## config.mk

```make
export PLATFORM = sky130hd
export DESIGN_NAME = fetch_unit
export DESIGN_NICKNAME = d
export VERILOG_FILES = /design/src/rtl/fetch_unit.sv
export SDC_FILE = /design/constraint.sdc
export NUM_CORES = 1
export LEC_CHECK = 0
export ABC_AREA = 1
export BUFFER_PORTS_ARGS = -buffer_cell sky130_fd_sc_hd__buf_2
export CORE_MARGIN = 1
export CORE_UTILIZATION = 55
export CTS_BUF_LIST = sky130_fd_sc_hd__clkbuf_4 sky130_fd_sc_hd__clkbuf_8
export DETAILED_ROUTE_END_ITERATION = 10
export PLACE_DENSITY = 0.86
export SYNTH_ARGS = -nofsm -noshare
export SYNTH_HDL_FRONTEND = slang
export SYNTH_SLANG_ARGS = --single-unit
export TNS_END_PERCENT = 100
```

## constraint.sdc

```tcl
create_clock -name clk -period 4.85 [get_ports clk]
set_input_delay 0.485 -clock clk [delete_from_list [all_inputs] [get_ports clk]]
set_output_delay 0.485 -clock clk [all_outputs]
set_load 0.005 [all_outputs]
```

## src/rtl/fetch_unit.sv

```systemverilog
// Instruction-fetch stage: PC register, next-PC select with deferred redirect under stall,
// halt on EBREAK or illegal target. Define FETCH_PERF_CNT_EN to add the fetch_count output.
module fetch_unit #(
  parameter int unsigned                DATA_WIDTH    = 32,
  parameter int unsigned                ADDRESS_WIDTH = 32,
  parameter logic [ADDRESS_WIDTH-1:0]   RESET_PC      = '0,
  parameter int unsigned                MEM_WORDS     = 256
) (
  input  logic                     clk,
  input  logic                     rst,
  input  logic                     stall_i,
  input  logic                     redirect_valid,
  input  logic                     redirect_is_jalr,
  input  logic [ADDRESS_WIDTH-1:0] redirect_target,
  input  logic [DATA_WIDTH-1:0]    instruction_in,
  output logic [ADDRESS_WIDTH-1:0] pc_out,
  output logic [ADDRESS_WIDTH-1:0] pc_plus4,
  output logic [DATA_WIDTH-1:0]    instruction_out,
  output logic                     inst_valid,
  output logic                     halted,
  output logic                     fault,
  output logic [ADDRESS_WIDTH-1:0] fault_addr
`ifdef FETCH_PERF_CNT_EN
  ,
  output logic [31:0]              fetch_count
`endif
);

  localparam logic [1:0] ST_INIT = 2'd0;
  localparam logic [1:0] ST_RUN  = 2'd1;
  localparam logic [1:0] ST_HALT = 2'd2;

  localparam logic [DATA_WIDTH-1:0] NOP    = DATA_WIDTH'(32'h0000_0013);
  localparam logic [DATA_WIDTH-1:0] EBREAK = DATA_WIDTH'(32'h0010_0073);

  // One extra bit so that PC+4 wrapping past 2^ADDRESS_WIDTH still compares as out of range.
  localparam logic [ADDRESS_WIDTH:0] LIMIT = (ADDRESS_WIDTH + 1)'(64'(MEM_WORDS) * 64'd4);

  logic [1:0]               state;
  logic [ADDRESS_WIDTH-1:0] pc;
  logic                     pend_valid;
  logic [ADDRESS_WIDTH-1:0] pend_target;

  logic [ADDRESS_WIDTH:0]   seq_sum;
  logic [ADDRESS_WIDTH-1:0] redirect_tgt;
  logic [ADDRESS_WIDTH:0]   tgt;
  logic                     tgt_bad;
  logic                     is_run;
  logic                     advance;
  logic                     is_ebreak;

  assign is_run       = (state == ST_RUN);
  assign seq_sum      = {1'b0, pc} + (ADDRESS_WIDTH + 1)'(4);
  assign redirect_tgt = redirect_is_jalr ? {redirect_target[ADDRESS_WIDTH-1:1], 1'b0}
                                         : redirect_target;
  assign is_ebreak    = (instruction_in == EBREAK);

  // NOTE: every variable assigned in always_comb gets a default first, so no latch is inferred.
  always_comb begin
    tgt = seq_sum;
    if (redirect_valid) begin
      tgt = {1'b0, redirect_tgt};
    end else if (pend_valid) begin
      tgt = {1'b0, pend_target};
    end
  end

  assign tgt_bad = (tgt[1:0] != 2'b00) || (tgt >= LIMIT);
  assign advance = is_run && !stall_i && !is_ebreak && !tgt_bad;

  // NOTE: sequential state uses non-blocking assignments only; reset is synchronous here.
  always_ff @(posedge clk) begin
    if (rst) begin
      state       <= ST_INIT;
      pc          <= RESET_PC;
      pend_valid  <= 1'b0;
      pend_target <= '0;
      fault       <= 1'b0;
      fault_addr  <= '0;
    end else begin
      case (state)
        ST_INIT: state <= ST_RUN;
        ST_RUN: begin
          if (stall_i) begin
            if (redirect_valid) begin
              pend_valid  <= 1'b1;
              pend_target <= redirect_tgt;
            end
          end else begin
            pend_valid <= 1'b0;
            if (is_ebreak) begin
              state <= ST_HALT;
            end else if (tgt_bad) begin
              state      <= ST_HALT;
              fault      <= 1'b1;
              fault_addr <= tgt[ADDRESS_WIDTH-1:0];
            end else begin
              pc <= tgt[ADDRESS_WIDTH-1:0];
            end
          end
        end
        ST_HALT: state <= ST_HALT;
        default: state <= ST_HALT;
      endcase
    end
  end

  assign pc_out          = pc;
  assign pc_plus4        = seq_sum[ADDRESS_WIDTH-1:0];
  assign inst_valid      = is_run;
  assign instruction_out = is_run ? instruction_in : NOP;
  assign halted          = (state == ST_HALT);

`ifdef FETCH_PERF_CNT_EN
  always_ff @(posedge clk) begin
    if (rst) begin
      fetch_count <= '0;
    end else if (advance && (fetch_count != 32'hFFFF_FFFF)) begin
      fetch_count <= fetch_count + 32'd1;
    end
  end
`else
  logic unused_advance;
  assign unused_advance = advance;
`endif

endmodule

```

==> reports/results.txt, run 1 <==
The run gives 0 as the number of max-slew violations in the final report. The clock share of power came out at 31.1%. For hold timing, the worst endpoint is pend_target[29]. The number of enable flip-flop cells after synthesis is 0.

STA classifies the critical path endpoint as a flop. Of the cells placed in the final design, the portion with a size suffix greater than 1 is 23.37%. Kind of critical path: flop to flop.

The maximum fanout along the worst path is 50, and the synthesis-to-layout area growth is 19.09%. The tools report the count of placed standard cells including taps as 1267. Detailed placement finished with a half-perimeter wire length of 13390 um. Among all flip-flop cells after synthesis, the most frequent one is dfxtp_1. For the count of nets after finishing, the log shows 1212. Combinational cells account for 16.5% of the total power.

Clock tree synthesis selected as its root buffer the cell clkbuf_8. The buffer count from post-CTS setup fixing came out at 0. TritonCTS built the clock tree.

Net switching is 30.76% of the power. Counting every net in the synthesized netlist gives 1047. In the detailed route, the total length drawn on met3 is 1311 um. The tools report the met2 wire length as 8642 um. Registers are responsible for 52.4% of the overall power. The leakage power of the design came out at 3.773 nW.

CTS saw 100 sinks. The mapped netlist covers 0.005958 mm2. The placeable core region was 0.01042 mm2.

The worst pin sits at a relative slew slack of 39.94%. The number of clock buffers added by TritonCTS is 9. The post-layout minimum cycle time is 3498 ps. The endpoint identified for the worst register-to-register timing path is pc_out[9]. The run gives 0 as the number of hold buffers added after cts. Between clock sinks in the finished design, the worst skew comes to 8.332 ps. Across the VDD grid, the largest voltage drop is 188.3 uV. For the number of antenna violations at the first check in global routing, the log shows 1.

The startpoint identified for the worst hold timing path is redirect_target[29]. Internal power summed over all cells: 1.146 mW. After synthesis, the netlist uses 39 different library cells. For this run, the number of Yosys warnings is 0. For this run, design rule violations remaining after detail routing come to 0. The ratio of total power to cell area came out at 233.3 mW/mm2. The die is 106.1 um wide.

After clock tree synthesis, the clock-pin slew on the worst setup and hold paths is 100 ps. Source of the worst register-to-register timing path: pend_valid. Once layout is complete, the cells apart from fillers number 1284. The first global-routing pass estimated 28180 um of wire. For the area of the die, the log shows 0.01125 mm2. The run gives 5120 ps as the required time at the worst-slack endpoint. In this run the mean area of a mapped cell was 6.098 um2.

Of the synthesized area, sequential elements account for 33.60%. The logs give 0 for the number of failing hold endpoints at the final stage and 0 for the post-CTS resize count. The logs give 0.9204 for the global placer's final weighted congestion and 5763 for the via count of the first global-routing pass. The fmax is 285.8 MHz. The number of flip-flops and latches in the synthesized netlist came out at 100.

In the global route stage, overall resource usage came out at 31.73%. Setup total negative slack on the finished layout was measured at 0 ps. The insertion delay to the later sink of the worst-skew pair was 370 ps. The run finished with clean final reports. After layout, the worst path uses 72.13% of the clock period. The async set or reset register ratio after synthesis is 0%, and the depth of the worst register-to-register path is 17. Setup violations remaining at the end of the flow were counted as 0.

The total number of vias came out at 6726. Number of input and output port buffers inserted: 199. The remaining antenna violation count is 0. Counting instances, the worst hold path has a depth of 3.

The logs give 3760 ps for the data arrival time at the worst-slack endpoint and 977 for the count of mapped cells out of synthesis. Once the floorplan was initialized, standard cells occupied 57.20% of the core. The uppermost layer routed was met4. In this run the core area contains 37 standard-cell rows. Die span in y: 106.1 um.

For this block, wires on met1 add up to 7515 um. Setup repair after global routing left no endpoint under its margin. The transition at the pin with the smallest max-transition slack was 899.5 ps. STA classifies the critical path startpoint as a flop. After detailed routing, the number of vias per cell comes to 5.238.

After detailed routing, the average wire length per cell comes to 13.89 um. In this run the power spent charging and discharging nets is 509.2 uW. The deepest level of the CTS H-tree was 3. The number of detailed-routing iterations run before antenna repair is 5.

After the first detailed-routing iteration, the DRC count stood at 564. The worst register-to-register path has a setup slack of 1350 ps. Type of the most critical hold path: input port to flop. The clock passes through at most 2 buffers.

For this run the aggregate overflow at the end of global routing stands at 0. 200 I/O pins were placed. Max-cap violations in this run came to 0.

Entering global routing, the biggest net connects 53 pins. For this block, the routed nets add up to 17840 um of wire.
## how the worst max path moves through the flow
stage | endpoint | start | depth (start not counted)
after floorplan | fault_addr[11] | pc_out[3] | 17
after global placement | pc_out[8] | pend_valid | 17
after detailed placement | pc_out[9] | pend_valid | 17
after CTS | pc_out[9] | pend_valid | 17
after global routing | pc_out[4] | pend_valid | 17
final | pc_out[9] | pend_valid | 17
## placed cells by master, fill, tap and decap left out, types with 2 or more instances in the layout
cell,Yosys,layout
nand4_1,10,10
inv_6,0,3
clkbuf_8,0,9
buf_4,2,5
clkinv_1,2,2
nand2_8,2,2
nand2_1,250,250
a21oi_2,10,10
a21boi_1,8,8
and2_1,3,3
or2_2,2,2
nor2_2,8,9
nor3_1,6,6
a21oi_1,49,49
inv_1,101,101
nand3_1,77,77
dfxtp_1,100,100
nor4_1,8,8
nor2_1,210,209
nand2_2,13,13
inv_2,2,2
o21ai_1,4,4
xor2_1,3,3
nand3b_1,8,8
buf_2,13,199
nor2_4,5,5
o21ai_0,36,36
clkinvlp_4,0,2
## metrics by stage
stage | area, um2 | util (%) | hold slack [ps] | setup WS [ps] | total power, mW
after floorplan | 5958 | - | 429.7 | 2497 | 1.051
final | 7096 | 68.12 | 362.1 | 1352 | 1.655
after detailed placement | 6912 | 66.35 | 445.8 | 1443 | 1.156
after global placement | 6912 | 66.35 | 437.1 | 1545 | 1.153
after CTS | 7093 | 68.10 | 347.5 | 1406 | 1.660
after global routing | 7096 | 68.12 | 362.8 | 877.4 | 1.727
## synthesized netlist by cell type, types with 5 or more instances
cell type / count / area share, %
a21boi_1: 8 / 1.0
a21oi_1: 49 / 4.1
a21oi_2: 10 / 1.5
buf_1: 5 / 0.32
buf_2: 13 / 1.1
clkbuf_1: 25 / 1.6
dfxtp_1: 100 / 34
inv_1: 101 / 6.4
nand2_1: 250 / 16
nand2_2: 13 / 1.4
nand3_1: 77 / 6.5
nand3b_1: 8 / 1.0
nand4_1: 10 / 1.0
nor2_1: 210 / 13
nor2_2: 8 / 0.84
nor2_4: 5 / 0.94
nor3_1: 6 / 0.50
nor4_1: 8 / 0.84
o21ai_0: 36 / 3.0
## critical path, stage by stage (launching register included)
cell     delay (ps)
dfxtp_1         780
inv_2           560
nand2_1         180
nand3_1          80
o21ai_0         100
nand2_1         110
inv_1            70
nand2_1          50
inv_1            50
nand2_1          40
nor2_1           90
nand2_1          60
nor2_1          100
nand2_1          90
nor2_4          190
nand4_4         510
nor2_1          260
nor2_1           60
## state kept, by name, summed over array words and instances (netlist names)
register and count:
state 2, pend_target 32, pend_valid 1, fault 1
fault_addr 32, pc_out 32
## logic make-up (layout without fill, tap and decap cells)
group                    Yosys count  after routing  synth area share, %
AO/OA/AOI/OAI                    111            111                10.48
XOR/XNOR                           3              3               0.4411
flip-flops                       100            100                33.60
AND/OR/NAND/NOR                  607            607                44.41
adder cells (fa/ha/maj)            1              1               0.2100
other                              0              1                    0
buffers and inverters            155            325                10.86
## layer usage
metal	track usage, %	vias up
met3	4.966	28
met2	55.28	324
met1	40.27	2979
met5	0	-
met4	9.524	0
li1	-	3395
## cell type report
type / instances / area, um2
fillers: 990 / 3321
multi-input cells: 722 / 3312
flip-flops and latches: 100 / 2002
repair buffers: 204 / 1033
inverters: 105 / 394.1
well taps: 136 / 170.2
clock buffers: 9 / 123.9
clock inverters: 7 / 57.56
diodes: 1 / 2.502
## power by group through the flow
stage | sequential (mW) | clock (mW) | combinational [mW]
6_report | 0.867 | 0.515 | 0.274
5_1_grt | 0.870 | 0.552 | 0.304
4_1_cts | 0.867 | 0.521 | 0.272
3_5_place_dp | 0.885 | 0 | 0.271
3_3_place_gp | 0.885 | 0 | 0.268
2_1_floorplan | 0.881 | 0 | 0.170
(Power assumes the default switching activity.)
==> run 2: changes to the inputs <==
--- a/config.mk
+++ b/config.mk
@@ -5,13 +5,13 @@
 export SDC_FILE = /design/constraint.sdc
 export NUM_CORES = 1
 export LEC_CHECK = 0
-export ABC_AREA = 1
+export ABC_AREA = 0
 export BUFFER_PORTS_ARGS = -buffer_cell sky130_fd_sc_hd__buf_2
 export CORE_MARGIN = 1
-export CORE_UTILIZATION = 55
+export CORE_UTILIZATION = 47
 export CTS_BUF_LIST = sky130_fd_sc_hd__clkbuf_4 sky130_fd_sc_hd__clkbuf_8
 export DETAILED_ROUTE_END_ITERATION = 10
-export PLACE_DENSITY = 0.86
+export PLACE_DENSITY = 0.79
 export SYNTH_ARGS = -nofsm -noshare
 export SYNTH_HDL_FRONTEND = slang
 export SYNTH_SLANG_ARGS = --single-unit
==> constraint.sdc (replaced) <==
create_clock -name clk -period 3.2 [get_ports clk]
set_input_delay 0.32 -clock clk [delete_from_list [all_inputs] [get_ports clk]]
set_output_delay 0.32 -clock clk [all_outputs]
set_load 0.005 [all_outputs]
==> reports/results.txt, run 2 <==
The flow ran to the end, and the final reports show no timing, DRC or antenna violations. Ranking of synthesized cells by instance count: 143 x nand2_1, 100 x dfxtp_1, 55 x and2_1 (was 250 x nand2_1, 210 x nor2_1, 101 x inv_1). Synth top area cells: dfxtp_1 36%, nand2_1 9.6%, and2_1 6.2%, mux2i_1 5.2%, a21oi_1 4.0% (was dfxtp_1 34%, nand2_1 16%, nor2_1 13%, nand3_1 6.5%, inv_1 6.4%).

The dominant register cell in the synthesized netlist is dfxtp_1 (unchanged). For the number of placed I/O pins, the log shows 200 (unchanged). The tools report the kind of end point of the critical path as a flop (unchanged).

The combinational power share came out at 17.6% (was 16.5%). The cell with the biggest individual delay on the critical path is or4_4 (was dfxtp_1). The final-report setup violation count was 0 (unchanged). The die span in y was 110.9 um (was 106.1 um); the fraction of power spent switching nets was 28.16% (was 30.76%). The total of warnings raised by yosys was 0 (unchanged). The tools report the buffer type at the clock tree root as clkbuf_8 (unchanged). The async set or reset register ratio after synthesis works out to 0% (unchanged).

Maximum fanout along the worst path: 8 (was 50). The complex-gate fraction of the synthesized area is 14.51% (was 10.48%). The run gives 64 (was 39) as the count of different cell masters after synthesis. The fraction of layout instances using a drive strength above 1 is 37.92% (was 23.37%), and the count of mapped cells out of synthesis is 706 (was 977).

The fmax was 320.6 MHz (was 285.8 MHz); the transition at the pin with the smallest max-transition slack was 883.5 ps (was 899.5 ps). The post-layout minimum cycle time is 3119 ps (was 3498 ps), and the fraction of the yosys area taken by sequential cells is 35.95% (was 33.60%). Cell repeated most along the worst path: buf_4 (was nand2_1).

The run gives 14600 um (was 13390 um) as the total half-perimeter wirelength after legalization and detailed placement. The library cell with the largest summed area after synthesis was dfxtp_1 (unchanged). The tools report the headroom to the max-slew limit as 40.65% (was 39.94%). For the total number of vias, the log shows 6288 (was 6726). For the via count of the first global-routing pass, the log shows 5750 (was 5763). The commonest non-fill, non-tap cell in the layout is buf_2 (was nand2_1). Number of failing hold endpoints at the final stage: 0 (unchanged). The count of maximum capacitance violations was 0 (unchanged).

The main combinational cell family by area after synthesis was simple AND/OR/NAND/NOR gates (unchanged). Type of the most critical hold path: input port to flop (unchanged). The tools report the type of element launching the critical path as a flop (unchanged). The global-route layer with the greatest usage is met2 (unchanged). The tools report the post-place setup slack as -191.0 ps (was 1443 ps). The delay contributed by the slowest stage of the critical path is 560 ps (was 780 ps). The deepest level of the CTS H-tree is 3 (unchanged), and the total overflow reported by the global router is 0 (unchanged). For the overall routing resource usage, the log shows 30.22% (was 31.73%). The placeable core region was 0.01147 mm2 (was 0.01042 mm2). The number of antenna repair diodes came out at 0 (was 1). The number of input and output port buffers inserted was 199 (unchanged); the number of enable flip-flop cells after synthesis was 0 (unchanged). The insertion delay to the later sink of the worst-skew pair was 380 ps (was 370 ps); the effective utilization at floorplan was 48.57% (was 57.20%). The met2 track demand over resource in global routing is 49.98% (was 55.28%).

Number of antenna violations at the first check in global routing: 0 (was 1). The logs give 38.48% (was 40.27%) for the met1 demand-to-capacity share in global routing and 39 (was 37) for the floorplan row count. The run gives 0.005569 mm2 (was 0.005958 mm2) as the netlist area before placement.

The met3 track demand over resource is 4.155% (was 4.966%), and the count of clock tree sinks is 100 (unchanged). For the global placer's final weighted congestion, the log shows 1.034 (was 0.9204). Wire length per cell: 16.84 um (was 13.89 um). The number of buffer and inverter instances along the worst setup path is 2 (was 3). Worst clock skew: 12.08 ps (was 8.332 ps). The leakage power of the design is 3.633 nW (was 3.773 nW).

Leading cell type by number of instances after synthesis: nand2_1 (unchanged). The share of synthesized area spent on multiplexers is 7.841% (was 0%). The run gives 776 (was 1047) as the total nets after synthesis. Family of cells with the greatest summed delay on the critical path: simple AND/OR/NAND/NOR gates (unchanged).

The run gives 18800 um (was 17840 um) as the final wirelength. The logs give 705.5 uW (was 509.2 uW) for the power dissipated by switching net loads and 51.6% (was 52.4%) for the sequential fraction of design power. The pin count of the biggest net entering global routing is 47 (was 53). Leading cell types in the layout, fill and taps excluded: 199 x buf_2, 143 x nand2_1, 98 x buf_4 (was 250 x nand2_1, 209 x nor2_1, 199 x buf_2).

The total power is 2.505 mW (was 1.655 mW). The share of Yosys cell area claimed by the top area cell type is 35.95% (was 33.60%). The run gives 0 (unchanged) as the post-detailed-route DRC marker count. The total of fill cells in the finished design is 975 (was 990), and the internal power summed over all cells is 1.799 mW (was 1.146 mW). The run gives 0 (unchanged) as the number of hold buffers added after cts. Adder and majority cell fraction of the synthesized area: 0.2247% (was 0.2100%). The largest buffer count on any clock path was 2 (unchanged). The tools report the number of max-slew violations in the final report as 0 (unchanged). The area of the multi-input gates is 0.003408 mm2 (was 0.003312 mm2). The ratio of total power to cell area is 327.9 mW/mm2 (was 233.3 mW/mm2). The number of flip-flops and latches in the synthesized netlist is 100 (unchanged).

The minimum setup slack in the final design is 81.15 ps (was 1352 ps), and the clock-pin slew of the registers on the worst-case setup and hold paths is 90 ps (was 100 ps). The slack of the worst reg-to-reg path was 80 ps (was 1350 ps); the detailed router's first-iteration violation count was 557 (was 564). The tools report the count of nets after finishing as 1038 (was 1212).

The kind of critical path was flop to flop (unchanged). The tools report the clock share of power as 30.9% (was 31.1%). The average via count per standard cell was 5.634 (was 5.238). The basic-gate share of the synthesized area counting and, or, nand and nor cells is 34.04% (was 44.41%), and the average instance area after synthesis is 7.888 um2 (was 6.098 um2).

Critical Path, Cell by Cell: nand3_2, buf_4, nor4_4, xor2_1, o221a_2, a2111o_1, or4_4, o21ai_2, buf_4, mux2_1 (was inv_2, nand2_1, nand3_1, o21ai_0, nand2_1, inv_1, nand2_1, inv_1, nand2_1, nor2_1, nand2_1, nor2_1, nand2_1, nor2_4, nand4_4, nor2_1, nor2_1). The final clock period utilization by the worst path came out at 97.46% (was 72.13%). Synthesis-to-layout area growth: 37.16% (was 19.09%).

The die outline width was 110.9 um (was 106.1 um). TritonCTS built the clock tree. The tools report the area of the die as 0.01229 mm2 (was 0.01125 mm2). The xor and xnor fraction of the mapped netlist area was 2.831% (was 0.4410%). The number of detailed-routing iterations run before antenna repair was 5 (unchanged); the worst IR drop on VDD was 261.5 uV (was 188.3 uV). The sequential cell area in the final layout was 0.002013 mm2 (was 0.002002 mm2); the remaining antenna violation count was 0 (unchanged). The number of CTS-inserted buffers is 9 (unchanged), and the required time at the worst-slack endpoint is 3470 ps (was 5120 ps). The logs give 3390 ps (was 3760 ps) for the data arrival time at the worst-slack endpoint and 29390 um (was 28180 um) for the wire length of the first global-routing pass.
==> run 2: cell count changes after synthesis, sizes merged, moves of 15 or more <==
cell,previous run,this run
nor2b,0,15
inv,103,11
o21ai,40,18
nand3,78,20
nor2,224,22
mux2i,0,29
and2,3,55
nand2,266,143
nand2b,0,16
==> run 2: timing repair <==
item                       in CTS  in global routing
gates resized for setup         9                 18
pin swaps                       0                  7
setup endpoints to repair      67                 60
buffers inserted                0                  4
==> run 2: power groups by stage <==
stage                     combinational (mW)  sequential, mW  clock, mW
after floorplan                        0.221            1.32          0
after global placement                 0.418            1.32          0
after detailed placement               0.422            1.32          0
after CTS                              0.426            1.29      0.776
after global routing                   0.478            1.30      0.834
final                                  0.440            1.29      0.773
==> run 2: layout make-up <==
cell class	count	area share (%)
Sequential cell	100	26.36
Tap cell	143	2.342
Clock buffer	11	1.982
Clock inverter	5	0.4423
Inverter	11	0.5405
Timing Repair Buffer	301	23.72
Multi-Input combinational cell	545	44.62
==> run 2: cells by family (layout without fill, tap and decap cells) <==
family                   after synthesis  in the layout
AO/OA/AOI/OAI                        118            118
XOR/XNOR                              18             18
adder cells (fa/ha/maj)                1              1
buffers and inverters                 61            328
flip-flops                           100            100
multiplexers                          42             42
AND/OR/NAND/NOR                      366            366
==> run 2: metrics by stage <==
step	cell area, um2	setup TNS [ps]	utilization (%)	std cells	hold WS [ps]
after floorplan	5574	0	-	706	427.8
after global placement	7325	-8012	63.87	1096	436.9
after detailed placement	7325	-8551	63.87	1096	442.5
after CTS	7541	0	65.76	1112	176.2
after global routing	7639	-27.77	66.61	1116	186.7
final	7639	0	66.61	1116	178.9
==> run 2: per-layer routing <==
layer  part of all wire, %  routed length (um)  up-vias
li1                      -                   -     2997
met1                    41                7747     2898
met2                    48                8940      342
met3                   7.6                1437       51
met4                   3.6                 673        0
met5                     0                   0        -
==> run 2: worst paths after layout <==
kind | cells past startpoint | to | startpoint
max | 10 | fault_addr[25] | pc_out[6]
min | 3 | pend_target[22] | redirect_target[22]
max reg2reg | 10 | fault_addr[25] | pc_out[6]
min reg2reg | 2 | pend_target[11] | pend_target[11]
==> run 2: tightest hold or removal path, stage by stage <==
cell and delay (ps):
buf_2 100, nand2_1 50, a21oi_1 50
